===== config.mk =====
export PLATFORM = sky130hd
export DESIGN_NAME = fifo_rd_packer_flat
export DESIGN_NICKNAME = d
export VERILOG_FILES = /design/src/rtl/fifo_rd_packer_if.sv /design/src/rtl/fifo_rd_packer.sv /design/src/flat_wrapper.sv
export SDC_FILE = /design/constraint.sdc
export NUM_CORES = 1
export LEC_CHECK = 0
export ABC_AREA = 0
export BUFFER_PORTS_ARGS = -buffer_cell sky130_fd_sc_hd__buf_4
export CORE_ASPECT_RATIO = 1.4
export CORE_MARGIN = 2
export CORE_UTILIZATION = 40
export DETAILED_ROUTE_END_ITERATION = 16
export PLACE_DENSITY = 0.67
export SLEW_MARGIN = 20
export SYNTH_ARGS = -nofsm -noshare
export SYNTH_HDL_FRONTEND = slang
export SYNTH_SLANG_ARGS = --single-unit

===== constraint.sdc =====
create_clock -name rclk -period 4.3 [get_ports rclk]
set_input_delay 0.43 -clock rclk [delete_from_list [all_inputs] [get_ports rclk]]
set_output_delay 0.43 -clock rclk [all_outputs]
set_load 0.05 [all_outputs]

===== src/rtl/fifo_rd_packer_if.sv =====
// Bundle of signals between the async FIFO read port, the packer and the
// downstream word stream. The packer takes the master modport; the
// environment (FIFO read side plus downstream consumer) takes the slave one.
interface fifo_rd_packer_if #(
  parameter int DSIZE = 8,
  parameter int RATIO = 4
);
  localparam int CW = $clog2(RATIO + 1);

  // FIFO read port (first-word-fall-through)
  logic                   rempty;
  logic [DSIZE-1:0]       rdata;
  logic                   rinc;

  // Partial-word flush request
  logic                   flush;

  // Packed output stream
  logic [RATIO*DSIZE-1:0] out_data;
  logic [CW-1:0]          out_cnt;
  logic                   out_valid;
  logic                   out_ready;

  modport master (
    input  rempty, rdata, flush, out_ready,
    output rinc, out_data, out_cnt, out_valid
  );

  modport slave (
    output rempty, rdata, flush, out_ready,
    input  rinc, out_data, out_cnt, out_valid
  );
endinterface


===== src/rtl/fifo_rd_packer.sv =====
// Read-side FIFO packer: pops DSIZE-bit entries and packs RATIO of them into
// one wide word (lane 0 = oldest), presented on a valid/ready stream. Partial
// words are pushed out on an explicit flush or after TIMEOUT idle cycles.
module fifo_rd_packer #(
  parameter int DSIZE   = 8,
  parameter int RATIO   = 4,
  parameter int TIMEOUT = 16
) (
  input  logic             rclk,
  input  logic             rrst,
  fifo_rd_packer_if.master bus
);

  localparam int CW = $clog2(RATIO + 1);
  localparam int LW = $clog2(RATIO);
  localparam int IW = (TIMEOUT > 0) ? $clog2(TIMEOUT + 1) : 1;

  localparam logic [CW-1:0] FULL = CW'(RATIO);
  localparam logic [IW-1:0] TMAX = IW'(TIMEOUT);

  logic [RATIO-1:0][DSIZE-1:0] acc;
  logic [CW-1:0]               cnt;
  logic [IW-1:0]               idle_cnt;
  logic                        flush_pend;

  logic [RATIO*DSIZE-1:0]      out_data_r;
  logic [CW-1:0]               out_cnt_r;
  logic                        out_valid_r;

  logic                        oslot;
  logic                        timeout_hit;
  logic                        emit;
  logic                        pop;
  logic [LW-1:0]               wr_lane;
  logic [RATIO-1:0][DSIZE-1:0] packed_word;

  assign bus.out_data  = out_data_r;
  assign bus.out_cnt   = out_cnt_r;
  assign bus.out_valid = out_valid_r;
  assign bus.rinc      = pop;

  // Emit/pop decisions; a pop on the emit edge refills lane 0 so full-rate
  // input produces back-to-back words without a bubble.
  always_comb begin
    oslot       = !out_valid_r || bus.out_ready;
    timeout_hit = (TIMEOUT > 0) && (idle_cnt == TMAX);
    emit        = oslot && ((cnt == FULL) ||
                            ((cnt != '0) && (flush_pend || bus.flush || timeout_hit)));
    pop         = !rrst && !bus.rempty && ((cnt != FULL) || emit);
    wr_lane     = emit ? '0 : cnt[LW-1:0];
  end

  // Outgoing word: lanes at or above the fill count are zeroed
  always_comb begin
    packed_word = '0;
    for (int unsigned i = 0; i < RATIO; i++) begin
      if (CW'(i) < cnt) packed_word[i] = acc[i];
    end
  end

  // Accumulator, lane count, idle timer, pending flush and output register
  always_ff @(posedge rclk) begin
    if (rrst) begin
      acc         <= '0;
      cnt         <= '0;
      idle_cnt    <= '0;
      flush_pend  <= 1'b0;
      out_data_r  <= '0;
      out_cnt_r   <= '0;
      out_valid_r <= 1'b0;
    end else begin
      if (emit) begin
        out_data_r  <= packed_word;
        out_cnt_r   <= cnt;
        out_valid_r <= 1'b1;
      end else if (out_valid_r && bus.out_ready) begin
        out_valid_r <= 1'b0;
      end

      if (pop) acc[wr_lane] <= bus.rdata;

      if (pop)       cnt <= emit ? CW'(1) : cnt + CW'(1);
      else if (emit) cnt <= '0;

      if (emit)                          flush_pend <= 1'b0;
      else if (bus.flush && cnt != '0)   flush_pend <= 1'b1;

      if (TIMEOUT == 0 || emit || pop || cnt == '0) begin
        idle_cnt <= '0;
      end else if (cnt != FULL && idle_cnt != TMAX) begin
        idle_cnt <= idle_cnt + IW'(1);
      end
    end
  end

endmodule


===== src/flat_wrapper.sv =====
// flat-port wrapper written by rule: the top's interface ports become plain ports
module fifo_rd_packer_flat 
#(
  parameter int DSIZE   = 8,
  parameter int RATIO   = 4,
  parameter int TIMEOUT = 16
)
  (rclk, rrst, bus_rempty, bus_rdata, bus_flush, bus_out_ready, bus_rinc, bus_out_data, bus_out_cnt, bus_out_valid);
  fifo_rd_packer_if #(.DSIZE(DSIZE), .RATIO(RATIO)) bus_i ();
  input  logic rclk;
  input  logic rrst;
  input wire logic [$bits(bus_i.rempty)-1:0] bus_rempty;
  input wire logic [$bits(bus_i.rdata)-1:0] bus_rdata;
  input wire logic [$bits(bus_i.flush)-1:0] bus_flush;
  input wire logic [$bits(bus_i.out_ready)-1:0] bus_out_ready;
  output wire logic [$bits(bus_i.rinc)-1:0] bus_rinc;
  output wire logic [$bits(bus_i.out_data)-1:0] bus_out_data;
  output wire logic [$bits(bus_i.out_cnt)-1:0] bus_out_cnt;
  output wire logic [$bits(bus_i.out_valid)-1:0] bus_out_valid;
  assign bus_i.rempty = bus_rempty;
  assign bus_i.rdata = bus_rdata;
  assign bus_i.flush = bus_flush;
  assign bus_i.out_ready = bus_out_ready;
  assign bus_rinc = bus_i.rinc;
  assign bus_out_data = bus_i.out_data;
  assign bus_out_cnt = bus_i.out_cnt;
  assign bus_out_valid = bus_i.out_valid;
  fifo_rd_packer #(.DSIZE(DSIZE), .RATIO(RATIO), .TIMEOUT(TIMEOUT)) u_core (.rclk(rclk), .rrst(rrst), .bus(bus_i));
endmodule

* Word level (Yosys, flattened, before mapping)
Index checks and enable logic that the tools add are counted.
** Word-level totals
- Output and inout port bits :: 37
- Memories kept :: 0
- Word-level logic and storage cells :: 59
- Latch bits :: 0
- ROM bits :: 0
- RAM bits :: 0
- Flip-flop bits (word level) :: 77
- Input bits :: 13
** Operators by class
- Add/sub/neg operators :: 2
- Equality and inequality tests :: 4
- Reductions and logical operators :: 24
- $lt $le $gt $ge :: 6
- Multiplexer cells :: 13
- Shift operators :: 0
- Bitwise operators :: 0
- Div/mod/pow operators :: 0
- Multipliers :: 0
** Operators with widths (number)
- 8-bit two-way mux :: 5
- 32-bit bitwise mux :: 1
- 8-bit demux with 2-bit select :: 1
- 3-bit two-way mux :: 3
- 1-bit logical AND :: 8
- 1-bit logical OR :: 7
- 1-bit by 3-bit < comparator with 1-bit output, first input constant :: 2
- 2-bit by 3-bit < comparator with 1-bit output, first input constant :: 2
- 5-bit by 1-bit adder with 5-bit output, second input constant :: 1
- 5-bit == test, second input constant :: 1
- 5-bit inequality test, second input constant :: 1
- 2-bit nonzero test :: 2
- 2-bit OR reduction :: 2
- 3-bit by 1-bit adder with 3-bit output, second input constant :: 1
- 3-bit == test, second input constant :: 1
- 1-bit zero test :: 3
- 3-bit zero test :: 1
- 2-bit by 3-bit < comparator with 1-bit output, second input constant :: 1
- 3-bit inequality test, second input constant :: 1
- 3-bit nonzero test :: 1
- 2-bit by 1-bit >= comparator with 1-bit output, second input constant :: 1
- 1-bit two-way mux :: 2
- 2-bit two-way mux :: 1

* Depth between registers and ports, before layout
Gate-level depths: netlist (run 1).
- Word-level depth :: 11
- Depth in mapped cells :: 8

* Least setup slack after synthesis (run 1)
No wires, ideal clock.
- Kind :: reg2reg
- From :: register u_core.cnt[1]
- To :: register u_core.acc[24] (netlist bit)
- Library setup time :: 0.121 ns
- Required time :: 4.179 ns
- Slack :: 2.116 ns
- Buffers on the path :: 2
- Cell stages (with the launch flop) :: 9
- Data arrival time :: 2.063 ns
- Period minus slack after synthesis :: 2.184 ns
- Cell sequence :: dfxtp_1 buf_2 inv_1 ha_1 nor3_1 a211oi_2 or4_1 buf_6 mux2_4
** Between the ends
- Longest elaborated chain between the ends :: 10
- Elaborated cells on any way between the ends :: 15
** RTL lines
- start: declaration :: line fifo_rd_packer.sv:22 : logic [CW-1:0] cnt;
- start signal: assignment :: line fifo_rd_packer.sv:82 : if (pop) cnt <= emit ? CW'(1) : cnt + CW'(1);
- 3-bit nonzero test :: line fifo_rd_packer.sv:48 : ((cnt != '0) && (flush_pend || bus.flush || timeout_hit)));
- 1-bit logical AND :: line fifo_rd_packer.sv:48
- 1-bit logical OR :: line fifo_rd_packer.sv:47 : emit = oslot && ((cnt == FULL) ||
- 1-bit logical AND :: line fifo_rd_packer.sv:47
- 2-bit two-way mux :: line fifo_rd_packer.sv:50 : wr_lane = emit ? '0 : cnt[LW-1:0];
- 2-bit by 3-bit < comparator with 1-bit output (not written as such) / 2-bit by 1-bit >= comparator with 1-bit output (equally long branches) :: line fifo_rd_packer.sv:80 : if (pop) acc[wr_lane] <= bus.rdata;
- 1-bit logical AND (not written as such) :: line fifo_rd_packer.sv:80
- 8-bit two-way mux (not written as such) :: line fifo_rd_packer.sv:80
- 8-bit demux with 2-bit select
- 32-bit bitwise mux :: line fifo_rd_packer.sv:80
- end signal: indexed assignment :: line fifo_rd_packer.sv:80
- end: declaration :: line fifo_rd_packer.sv:21 : logic [RATIO-1:0][DSIZE-1:0] acc;
Parallel ways exist; a longest one is shown, timed or not.
A chain may end at the register's enable or synchronous reset.

* Worst setup path in the final report (run 1)
- From :: register u_core.cnt[0]
- To :: register u_core.out_data_r[3] (netlist: u_core.bus.out_data[3])
** Between the ends
- Longest elaborated chain between the ends :: 4
- Elaborated cells on any way between the ends :: 7
** RTL lines
- parallel branches: the longest is 4 deep, another holds 1-bit by 3-bit < comparator with 1-bit output
- end signal: assignment :: line fifo_rd_packer.sv:73 : out_data_r <= packed_word;
- end: declaration :: line fifo_rd_packer.sv:26 : logic [RATIO*DSIZE-1:0] out_data_r;
Several ways; the timed one is not identified.

==> results.rst, run 1 <==
.. list-table::
   :header-rows: 1

   * - Metric
     - Value
   * - Run status
     - finished, final reports clean
   * - # DRC
     - 0
   * - Sinks on Clock Net
     - between 70 and 80
   * - Clock transition time at the flip-flop clock pins of the worst setup and hold paths
     - roughly 80 ps
   * - Endpoint of the worst-slack reg-to-reg timing path
     - u_core.bus.out_data[3]
   * - Count of fill cells added during filler insertion
     - 730
   * - TritonCTS clock tree
     - done
   * - Transition time of the tightest slew-check pin
     - around 960 ps
   * - Setup-violating endpoint count in the final report
     - 0
   * - Share of Yosys cell area claimed by the top area cell type
     - 0.486
   * - Largest net degree at the start of global routing
     - 52
   * - Fin crit period
     - 3080 ps
   * - Max-slew violations
     - 0
   * - Number of nets in the layout
     - around 370
   * - Start of the worst register-to-register path
     - u_core.cnt[0]
   * - Antenna violations before repair
     - 0
   * - Number of cell rows
     - 38
   * - Required time of the worst setup path
     - 4540 ps
   * - Antenna diode count
     - 0
   * - Area growth from synthesis to final layout
     - 19.6%
   * - Footprint of the flip-flops and latches
     - roughly 0.0015 mm^2
   * - Vert. Die Dim
     - approximately 110 um
   * - CP Max Fanout
     - 18
   * - Synth area leader
     - sky130_fd_sc_hd__dfxtp_1
   * - Most common flop cell mapped by yosys
     - sky130_fd_sc_hd__dfxtp_1
   * - Avg Cell Area, Syn
     - 10.2 um^2
   * - Dominant cell by count in the synthesized netlist
     - sky130_fd_sc_hd__dfxtp_1
   * - Accumulated negative setup slack
     - 0 ps
   * - Sequential share of the synthesized area
     - 0.486
   * - Maximum VDD drop
     - 160 uV
   * - Register bit total from synthesis
     - 77
   * - List of most frequent post-synthesis cells
     - 77 x sky130_fd_sc_hd__dfxtp_1, 33 x sky130_fd_sc_hd__a21oi_1, 32 x sky130_fd_sc_hd__a22o_1
   * - WL per Instance
     - ~16 um
   * - Worst min path class
     - in2reg
   * - Post-synth EDFFs
     - 0
   * - Die Footprint
     - 0.00867 mm^2
   * - Top cells by area in the synthesized netlist
     - sky130_fd_sc_hd__dfxtp_1 49%, sky130_fd_sc_hd__a22o_1 8.8%, sky130_fd_sc_hd__a21oi_1 5.2%
   * - Startpoint kind of the worst setup timing path
     - flop
   * - Number of different library cells in the post-synthesis netlist
     - between 40 and 50
   * - Hold Buf Count CTS
     - 0
   * - Final Cycle Share
     - 0.717
   * - Depth of the worst hold-timing path
     - 2
   * - Insertion delay of the later-clocked pin in the worst-skew pair
     - between 300 and 400 ps
   * - Number of buffer cells added on primary ports
     - 49
   * - Aggregate global-route resource usage
     - 0.178
   * - CTS HTree Levels
     - 3
   * - Cts repair resizes
     - 0
   * - Syn_nets
     - roughly 330
   * - Worst-case clock buffer depth
     - 2
   * - Core area
     - ~0.0077 mm^2
   * - Total leakage power
     - between 1 and 1.5 nW
   * - Number of buffers inserted during clock tree synthesis
     - 9
   * - Max Clock Freq
     - 324 MHz
   * - Critical-path cell list
     - inv_1 -> ha_1 -> and2b_1 -> a211oi_2 -> nor2_2 -> buf_4 -> a22o_1
   * - Delay contributed by the slowest stage of the critical path
     - about 770 ps
   * - Vias per cell
     - about 5.6
   * - First-pass GRT wire length
     - about 12000 um
   * - Number of detailed-route iterations in the first pass
     - 4
   * - Number of maximum-capacitance violations
     - 0
   * - Boundary Pins
     - 50
   * - Final hold violations
     - 0
   * - Slowest stage cell on the critical path
     - sky130_fd_sc_hd__a211oi_2
   * - Worst Reg2Reg Path Length in Cells
     - 7
   * - Clock Skew
     - 10.3 ps
   * - WP data arrival
     - 3330 ps
   * - Mapped cell area
     - about 0.0032 mm^2
   * - Core Util, Final
     - 0.490
   * - Endpoint, Worst Hold
     - u_core.acc[7]
   * - Via count of the first global-routing pass
     - about 2500
   * - Root buffer cell
     - sky130_fd_sc_hd__clkbuf_8
   * - Sum of net half-perimeters after detailed placement
     - a little over 5000 um
   * - # Post-CTS Setup Buffers
     - 0
   * - Share of synthesized registers carrying an async set or reset
     - 0
   * - Post-route antenna net violation count
     - 0
   * - Worst R2R Setup Slack
     - 1220 ps
   * - Multi-input combinational cell area
     - roughly 0.0015 mm^2
   * - Worst rel slew slack
     - 0.357
   * - First DRT Iteration DRCs
     - roughly 200
   * - Classification of the worst setup path
     - reg2reg
   * - Weighted congestion reported at the end of routability-driven placement
     - 0.901
   * - CP Capture Type
     - flop
   * - Yosys warning count
     - 0
   * - Vias
     - 2559
   * - Routed wire length
     - approximately 7300 um
   * - Unrepaired setup endpoints after global routing
     - no
   * - Power per cell area
     - 365 mW/mm^2
   * - Chip Width
     - 79.3 um
   * - Grt ovf
     - 0
   * - Hold Crit Start
     - bus_rdata[7]
   * - Instance count of the mapped netlist
     - about 310
   * - Fraction of layout instances using a drive strength above 1
     - 0.264
   * - Initial core utilization
     - 0.410
-- cells in the final DEF (no fill, tap or decap), types with 6 or more instances in the layout --
cell	count
sky130_fd_sc_hd__nor2b_1	9
sky130_fd_sc_hd__a21oi_1	33
sky130_fd_sc_hd__o21ai_0	17
sky130_fd_sc_hd__nand3_1	27
sky130_fd_sc_hd__nor2_1	10
sky130_fd_sc_hd__inv_1	6
sky130_fd_sc_hd__a22o_1	32
sky130_fd_sc_hd__dfxtp_1	77
sky130_fd_sc_hd__mux2_4	8
sky130_fd_sc_hd__nor3_1	6
sky130_fd_sc_hd__clkbuf_8	9
sky130_fd_sc_hd__a221o_1	8
sky130_fd_sc_hd__buf_4	53
-- where the power goes --
| part | total (mW) | switching [mW] | internal [mW] |
|---|---|---|---|
| Sequential | 0.735 | 0.0117 | 0.723 |
| Combinational | 0.107 | 0.0727 | 0.0343 |
| Clock | 0.544 | 0.272 | 0.272 |
| Total | 1.39 | 0.356 | 1.03 |
-- stage by stage --
stage | std cells | hold slack [ps] | worst slack, ps | total power [mW] | area (um^2)
3_3_place_gp | 444 | 442 | 1380 | 0.856 | 3600
3_5_place_dp | 444 | 447 | 1250 | 0.857 | 3600
2_1_floorplan | 311 | 435 | 2120 | 0.819 | 3170
5_1_grt | 460 | 344 | 994 | 1.43 | 3800
4_1_cts | 460 | 339 | 1240 | 1.40 | 3800
6_report | 460 | 355 | 1220 | 1.39 | 3800
-- how the worst max path moves through the flow --
stage	from	end	slack [ps]
detailed placement	u_core.cnt[0]	u_core.acc[31]	1250
finish	u_core.cnt[0]	u_core.bus.out_data[3]	1220
global placement	u_core.cnt[0]	u_core.acc[30]	1380
floorplan	u_core.cnt[1]	u_core.acc[24]	2120
global route	u_core.cnt[0]	u_core.acc[31]	990
CTS	u_core.cnt[0]	u_core.acc[31]	1240
-- flip-flops by register name (all words and copies together), names as in the netlist --
name	flops
u_core.flush_pend	1
u_core.cnt	3
u_core.idle_cnt	5
u_core.bus.out_data	32
u_core.bus.out_valid	1
u_core.acc	32
u_core.bus.out_cnt	3
-- worst max-delay path, delay by kind of cell (launching register included) --
| kind | cells | cell delay [ps] |
|---|---|---|
| simple gates | 2 | 570 |
| fa+ha+maj | 1 | 330 |
| buf+inv | 2 | 480 |
| flops | 1 | 580 |
| compound gates | 2 | 1020 |
-- layer usage --
metal / vias to the layer above / share of wire / track usage / wire, um
met2: 53 / 0.48 / 0.283 / 3510
met5: - / 0 / 0 / 0
met4: 0 / 0.029 / 0.0998 / 214
li1: 1257 / - / - / -
met3: 19 / 0.039 / 0.0386 / 287
met1: 1230 / 0.45 / 0.222 / 3280
-- layout make-up --
type,count,area share
timing repair buffer,53,0.105
clock inverter,6,0.0185
multi-input combinational,208,0.398
inverter,6,0.00593
clock buffer,10,0.0336
tap,100,0.0329
sequential,77,0.406
-- logic make-up after synthesis --
family	synth area share
flops	0.486
buf+inv	0.0386
mux	0.0410
compound gates	0.236
simple gates	0.169
xor+xnor	0.0138
fa+ha+maj	0.0158
Note: power is estimated with default switching activity, not from simulation.
==> run 2, diff against run 1 <==
--- a/config.mk
+++ b/config.mk
@@ -11,7 +11,7 @@
 export CORE_MARGIN = 2
 export CORE_UTILIZATION = 40
 export DETAILED_ROUTE_END_ITERATION = 16
-export PLACE_DENSITY = 0.67
+export PLACE_DENSITY = 0.69
 export SLEW_MARGIN = 20
 export SYNTH_ARGS = -nofsm -noshare
 export SYNTH_HDL_FRONTEND = slang
==> constraint.sdc (replaced) <==
create_clock -name rclk -period 2.6 [get_ports rclk]
set_input_delay 0.26 -clock rclk [delete_from_list [all_inputs] [get_ports rclk]]
set_output_delay 0.26 -clock rclk [all_outputs]
set_load 0.05 [all_outputs]
==> results.rst, run 2 (synthesis results as in run 1) <==
.. list-table::
   :header-rows: 1

   * - Metric
     - Value
   * - Run status
     - finished, final reports clean
   * - Core Util, Final
     - 0.500 (+0.0102)
   * - Final total power
     - 2.46 mW (+78%)
   * - Number of maximum-capacitance violations
     - 0 (unchanged)
   * - Sinks on Clock Net
     - 77 (unchanged)
   * - WP data arrival
     - 2580 ps (-750 ps)
   * - CP Max Fanout
     - 9 (-9)
   * - Maximum VDD drop
     - 402 uV (+150%)
   * - Aggregate global-route resource usage
     - 0.176 (-0.00172)
   * - Area growth from synthesis to final layout
     - 22.1%
   * - # Post-CTS Setup Buffers
     - 0 (unchanged)
   * - Unrepaired setup endpoints after global routing
     - no
   * - Instance area after placement
     - 0.00364 mm^2 (+1.0%)
   * - # DRC
     - 0 (unchanged)
   * - Post-route antenna net violation count
     - 0 (unchanged)
   * - Worst min path class
     - in2reg
   * - Top Metal Used
     - met4
   * - Routed wire length
     - 7210 um (-1.1%)
   * - Routed length on met2
     - 3550 um (+1.1%)
   * - Routed length on met3
     - 389 um (+36%)
   * - Leading cell type in the layout, fill and taps excluded
     - sky130_fd_sc_hd__dfxtp_1
   * - Max-slew violations
     - 0 (unchanged)
   * - Worst-case clock buffer depth
     - 2 (unchanged)
   * - Met1 wire length
     - 3110 um (-5.3%)
   * - Largest net degree at the start of global routing
     - 52 (unchanged)
   * - Via count of the first global-routing pass
     - 2410 (-2.5%)
   * - Cts repair resizes
     - 0 (unchanged)
   * - Antenna violations before repair
     - 0 (unchanged)
   * - Accumulated negative setup slack
     - 0 ps (unchanged)
   * - Vias
     - 2569 (+0.39%)
   * - Max Clock Freq
     - 429 MHz (+32%)
   * - Hold Buf Count CTS
     - 0 (unchanged)
   * - Weighted congestion reported at the end of routability-driven placement
     - 0.794 (-12%)
   * - Fraction of layout instances using a drive strength above 1
     - 0.274 (+0.0101)
   * - CTS HTree Levels
     - 3 (unchanged)
   * - TritonCTS clock tree
     - done
   * - Vias per cell
     - 5.52 (-0.69%)
   * - Most used cells in the layout excluding fill and tap cells
     - 77 x sky130_fd_sc_hd__dfxtp_1, 58 x sky130_fd_sc_hd__buf_4, 33 x sky130_fd_sc_hd__a21oi_1
   * - Total leakage power
     - 1.53 nW (+3.6%)
   * - Number of cell rows
     - 38 (unchanged)
   * - Root buffer cell
     - sky130_fd_sc_hd__clkbuf_8
   * - Number of nets in the layout
     - 377 (+1.3%)
   * - Critical-path cell list
     - inv_1 -> ha_1 -> nor3_1 -> a211oi_2 -> or4_1 -> mux2_4
   * - Setup-violating endpoint count in the final report
     - 0 (unchanged)
   * - WL per Instance
     - 15.5 um (-2.2%)
   * - Worst rel slew slack
     - 0.316 (-0.0411)
   * - Insertion delay of the later-clocked pin in the worst-skew pair
     - 360 ps (about the same)
   * - Final worst-path setup slack
     - 267 ps (-949 ps)
   * - Vert. Die Dim
     - 109 um (unchanged)
   * - Final std cell area, no fill
     - 0.00388 mm^2 (+2.1%)
   * - Sum of net half-perimeters after detailed placement
     - 5070 um (-0.52%)
   * - Fin crit period
     - 2330 ps (-751 ps)
   * - Delay contributed by the slowest stage of the critical path
     - 690 ps (-80 ps)
   * - First DRT Iteration DRCs
     - 198 (-0.50%)
   * - Transition time of the tightest slew-check pin
     - 1020 ps (+61.1 ps)
   * - Antenna diode count
     - 0 (unchanged)
   * - Startpoint kind of the worst setup timing path
     - flop
   * - Pre-CTS WS
     - 294 ps (-959 ps)
   * - Number of buffers inserted during clock tree synthesis
     - 9 (unchanged)
   * - Final hold violations
     - 0 (unchanged)
   * - CP Capture Type
     - flop
   * - Initial core utilization
     - 0.410 (unchanged)
   * - Clock Skew
     - 6.69 ps (-3.57 ps)
   * - Number of buffer cells added on primary ports
     - 49 (unchanged)
   * - Number of detailed-route iterations in the first pass
     - 4 (unchanged)
   * - Classification of the worst setup path
     - reg2reg
   * - Chip Width
     - 79.3 um (unchanged)
   * - First-pass GRT wire length
     - 11600 um (-3.2%)
   * - Required time of the worst setup path
     - 2850 ps (-1690 ps)
   * - Die Footprint
     - 0.00867 mm^2 (unchanged)
   * - Slowest stage cell on the critical path
     - sky130_fd_sc_hd__or4_1
   * - Core area
     - 0.00775 mm^2 (unchanged)
   * - Boundary Pins
     - 50 (unchanged)
   * - Clock transition time at the flip-flop clock pins of the worst setup and hold paths
     - 70 ps (about the same)
   * - Power per cell area
     - 635 mW/mm^2 (+74%)
   * - Final Cycle Share
     - 0.897 (+0.180)
   * - Grt ovf
     - 0 (unchanged)
-- run 2: worst max-delay path, delay by kind of cell, from the launching register on --
kind | cells | cell delay, ps
and+or+nand+nor | 2 | 980
adders and majority gates | 1 | 290
muxes | 1 | 390
DFF | 1 | 330
AOI/OAI and AO/OA | 1 | 150
buffers and inverters | 1 | 80
-- run 2: stage by stage --
stage | hold WS [ps] | instances
after CTS | 155 | 465
after global placement | 437 | 449
after floorplan | 398 | 311
after detailed placement | 449 | 449
after global routing | 167 | 465
final | 174 | 465
-- run 2: layout make-up --
| cell class | instances | area (um^2) |
|---|---|---|
| flip-flops and latches | 77 | 1540 |
| clock buffers | 10 | 128 |
| fillers | 720 | 3870 |
| well taps | 100 | 125 |
| inverters | 6 | 22.5 |
| clock inverters | 6 | 111 |
| repair buffers | 58 | 435 |
| multi-input cells | 208 | 1510 |
-- run 2: where the power goes --
part           internal [mW]  total (mW)  switching, mW  leakage (nW)
sequential              1.20        1.21         0.0152         0.622
combinational         0.0608       0.184          0.123         0.789
clock                  0.637        1.07          0.430         0.116
-- run 2: metal layers --
layer  track usage  up-vias
li1              -     1264
met1         0.214     1233
met2         0.286       61
met3        0.0427       11
met4        0.0961        0
met5             0        -
-- run 2: worst paths after layout --
path | depth (start not counted) | to | slack, ps | startpoint
setup / recovery | 6 | u_core.acc[26] | 270 | u_core.cnt[0]
hold / removal | 2 | u_core.acc[7] | 170 | bus_rdata[7]
setup reg to reg | 6 | u_core.acc[26] | 270 | u_core.cnt[0]
hold reg to reg | 1 | u_core.bus.out_cnt[2] | 460 | u_core.bus.out_cnt[2]
==> run 3, diff against run 2 <==
--- a/config.mk
+++ b/config.mk
@@ -10,9 +10,11 @@
 export CORE_ASPECT_RATIO = 1.4
 export CORE_MARGIN = 2
 export CORE_UTILIZATION = 40
+export CTS_BUF_LIST = sky130_fd_sc_hd__clkbuf_4 sky130_fd_sc_hd__clkbuf_8
 export DETAILED_ROUTE_END_ITERATION = 16
 export PLACE_DENSITY = 0.69
-export SLEW_MARGIN = 20
+export RECOVER_POWER = 100
+export SLEW_MARGIN = 10
 export SYNTH_ARGS = -nofsm -noshare
 export SYNTH_HDL_FRONTEND = slang
 export SYNTH_SLANG_ARGS = --single-unit
==> results.rst, run 3 (synthesis results as in run 1) <==
.. list-table::
   :header-rows: 1

   * - Metric
     - Value
   * - Fraction of layout instances using a drive strength above 1
     - 0.148 (-0.126)
   * - Net Sw Frac
     - 0.230 (-0.000469)
   * - WP data arrival
     - 2610 ps (+30 ps)
   * - Depth of the worst hold-timing path
     - 2 (unchanged)
   * - Antenna diode count
     - 0 (unchanged)
   * - Root buffer cell
     - sky130_fd_sc_hd__clkbuf_8
   * - First DRT Iteration DRCs
     - 212 (+7.1%)
   * - Number of stages on the worst setup path
     - 8 (+2)
   * - Routed wire length
     - 7240 um (+0.42%)
   * - Critical path's top delay family
     - compound AO/OA/AOI/OAI gates
   * - Initial core utilization
     - 0.410 (unchanged)
   * - Via count of the first global-routing pass
     - 2387 (-0.95%)
   * - Total leakage power
     - 1.35 nW (-12%)
   * - Int Power
     - 1.90 mW (+0.24%)
   * - Post-route antenna net violation count
     - 0 (unchanged)
   * - Final total power
     - 2.47 mW (+0.18%)
   * - Number of cell rows
     - 38 (unchanged)
   * - Maximum VDD drop
     - 407 uV (+1.2%)
   * - Slowest stage cell on the critical path
     - sky130_fd_sc_hd__a211oi_1
   * - CP Max Fanout
     - 33 (+24)
   * - Delay contributed by the slowest stage of the critical path
     - 410 ps (-280 ps)
   * - Hold Buf Count CTS
     - 0 (unchanged)
   * - Number of maximum-capacitance violations
     - 0 (unchanged)
   * - Final Cycle Share
     - 0.909 (+0.0114)
   * - Required time of the worst setup path
     - 2850 ps (about the same)
   * - Insertion delay of the later-clocked pin in the worst-skew pair
     - 360 ps (about the same)
   * - WL per Instance
     - 15.6 um (+0.42%)
   * - Grt ovf
     - 0 (unchanged)
   * - Chip Width
     - 79.3 um (unchanged)
   * - Combinational power share
     - 0.072 (-0.003)
   * - Met2 usage in global routing
     - 0.283 (-0.00242)
   * - Antenna violations before repair
     - 0 (unchanged)
   * - Share of total power in the clock network
     - 0.437 (+0.004)
   * - Power per cell area
     - 667 mW/mm^2 (+5.0%)
   * - Critical path buffer and inverter count
     - 3 (+2)
   * - Vias per cell
     - 5.58 (+1.1%)
   * - Aggregate global-route resource usage
     - 0.175 (-0.000519)
   * - Worst rel slew slack
     - 0.312 (-0.00475)
   * - Transition time of the tightest slew-check pin
     - 1020 ps (+7.06 ps)
   * - # placed instances
     - 449 (unchanged)
   * - Max Clock Freq
     - 423 MHz (-1.3%)
   * - Number of nets in the layout
     - 377 (unchanged)
   * - Run status
     - finished, final reports clean
   * - Sinks on Clock Net
     - 77 (unchanged)
   * - Net switching power
     - 569 uW (about the same)
   * - # Post-CTS Setup Buffers
     - 0 (unchanged)
   * - Vert. Die Dim
     - 109 um (unchanged)
   * - Most used cells in the layout excluding fill and tap cells
     - 77 x sky130_fd_sc_hd__dfxtp_1, 37 x sky130_fd_sc_hd__clkbuf_1, 33 x sky130_fd_sc_hd__a21oi_1
   * - Cts repair resizes
     - 0 (unchanged)
   * - Boundary Pins
     - 50 (unchanged)
   * - Fin crit period
     - 2360 ps (+29.6 ps)
   * - Number of buffers inserted during clock tree synthesis
     - 9 (unchanged)
   * - Sum of net half-perimeters after detailed placement
     - 5070 um (unchanged)
   * - Fraction of met1 tracks used by global routing
     - 0.214 (unchanged)
   * - Final worst-path setup slack
     - 237 ps (-29.6 ps)
   * - Largest net degree at the start of global routing
     - 52 (unchanged)
   * - Worst min path class
     - in2reg
   * - Die Footprint
     - 0.00867 mm^2 (unchanged)
   * - Area growth from synthesis to final layout
     - 16.5%
   * - Number of buffer cells added on primary ports
     - 49 (unchanged)
   * - Weighted congestion reported at the end of routability-driven placement
     - 0.794 (unchanged)
   * - Clock transition time at the flip-flop clock pins of the worst setup and hold paths
     - 80 ps (about the same)
   * - # DRC
     - 0 (unchanged)
   * - First-pass GRT wire length
     - 11500 um (-0.42%)
   * - Accumulated negative setup slack
     - 0 ps (unchanged)
   * - M3 GR Usage
     - 0.0427 (unchanged)
   * - TritonCTS clock tree
     - done
   * - Max-slew violations
     - 0 (unchanged)
   * - Critical-path cell list
     - inv_1 -> ha_1 -> and2b_1 -> a211oi_1 -> buf_4 -> nor2_2 -> buf_2 -> a22o_1
   * - Worst Reg2Reg Path Length in Cells
     - 8 (+2)
   * - Sequential group share of total power
     - 0.491 (about the same)
   * - Clock Skew
     - 7.95 ps (+1.26 ps)
   * - Startpoint kind of the worst setup timing path
     - flop
   * - Classification of the worst setup path
     - reg2reg
   * - Layer carrying the most global-route usage
     - met2
   * - Core area
     - 0.00775 mm^2 (unchanged)
   * - CTS HTree Levels
     - 3 (unchanged)
   * - Setup-violating endpoint count in the final report
     - 0 (unchanged)
   * - Worst R2R Setup Slack
     - 240 ps (-30 ps)
   * - Leading cell type in the layout, fill and taps excluded
     - sky130_fd_sc_hd__dfxtp_1
   * - Final hold violations
     - 0 (unchanged)
   * - CP Capture Type
     - flop
   * - Unrepaired setup endpoints after global routing
     - no
   * - Number of non-filler instances in the completed layout
     - 465 (unchanged)
   * - Worst-case clock buffer depth
     - 2 (unchanged)
   * - Number of detailed-route iterations in the first pass
     - 4 (unchanged)
   * - Pre-CTS WS
     - 294 ps (unchanged)
   * - Vias
     - 2597 (+1.1%)
==> run 3: cell count changes in the layout (fill, tap and decap cells not counted), moves of 8 or more <==
cell	delta
sky130_fd_sc_hd__buf_4	-39
sky130_fd_sc_hd__clkbuf_1	+36
sky130_fd_sc_hd__mux2_1	+8
sky130_fd_sc_hd__mux2_4	-8
==> run 3: cell type report <==
class,instances,area [um^2]
Multi-Input combinational cell,208,1480
Clock buffer,10,131
Tap cell,100,125
Sequential cell,77,1540
Clock inverter,6,111
Timing Repair Buffer,58,292
Fill cell,756,4050
Inverter,6,22.5
==> run 3: through the flow <==
stage / utilization / hold WS (ps) / area (um^2)
after detailed placement: 0.469 / 449 / 3640
after global placement: 0.469 / 437 / 3640
after floorplan: - / 398 / 3170
after CTS: 0.501 / 155 / 3880
after global routing: 0.477 / 165 / 3700
final: 0.477 / 171 / 3700
==> run 3: final timing paths <==
path | endpoint | start
worst max-delay path | u_core.bus.out_data[4] | u_core.cnt[0]
worst min-delay path | u_core.acc[7] | bus_rdata[7]
worst max register to register | u_core.bus.out_data[4] | u_core.cnt[0]
worst min register to register | u_core.bus.out_cnt[2] | u_core.bus.out_cnt[2]
==> run 3: power by group through the flow <==
stage | sequential (mW) | combinational (mW) | clock [mW]
after floorplan | 1.24 | 0.112 | 0
after global placement | 1.24 | 0.181 | 0
after detailed placement | 1.24 | 0.184 | 0
after CTS | 1.21 | 0.184 | 1.11
after global routing | 1.21 | 0.194 | 1.16
final | 1.21 | 0.177 | 1.08
==> run 3: per-layer routing <==
layer,wire [um],part of all wire
met5,0,0
met4,175,0.024
met3,340,0.047
met2,3520,0.49
met1,3210,0.44
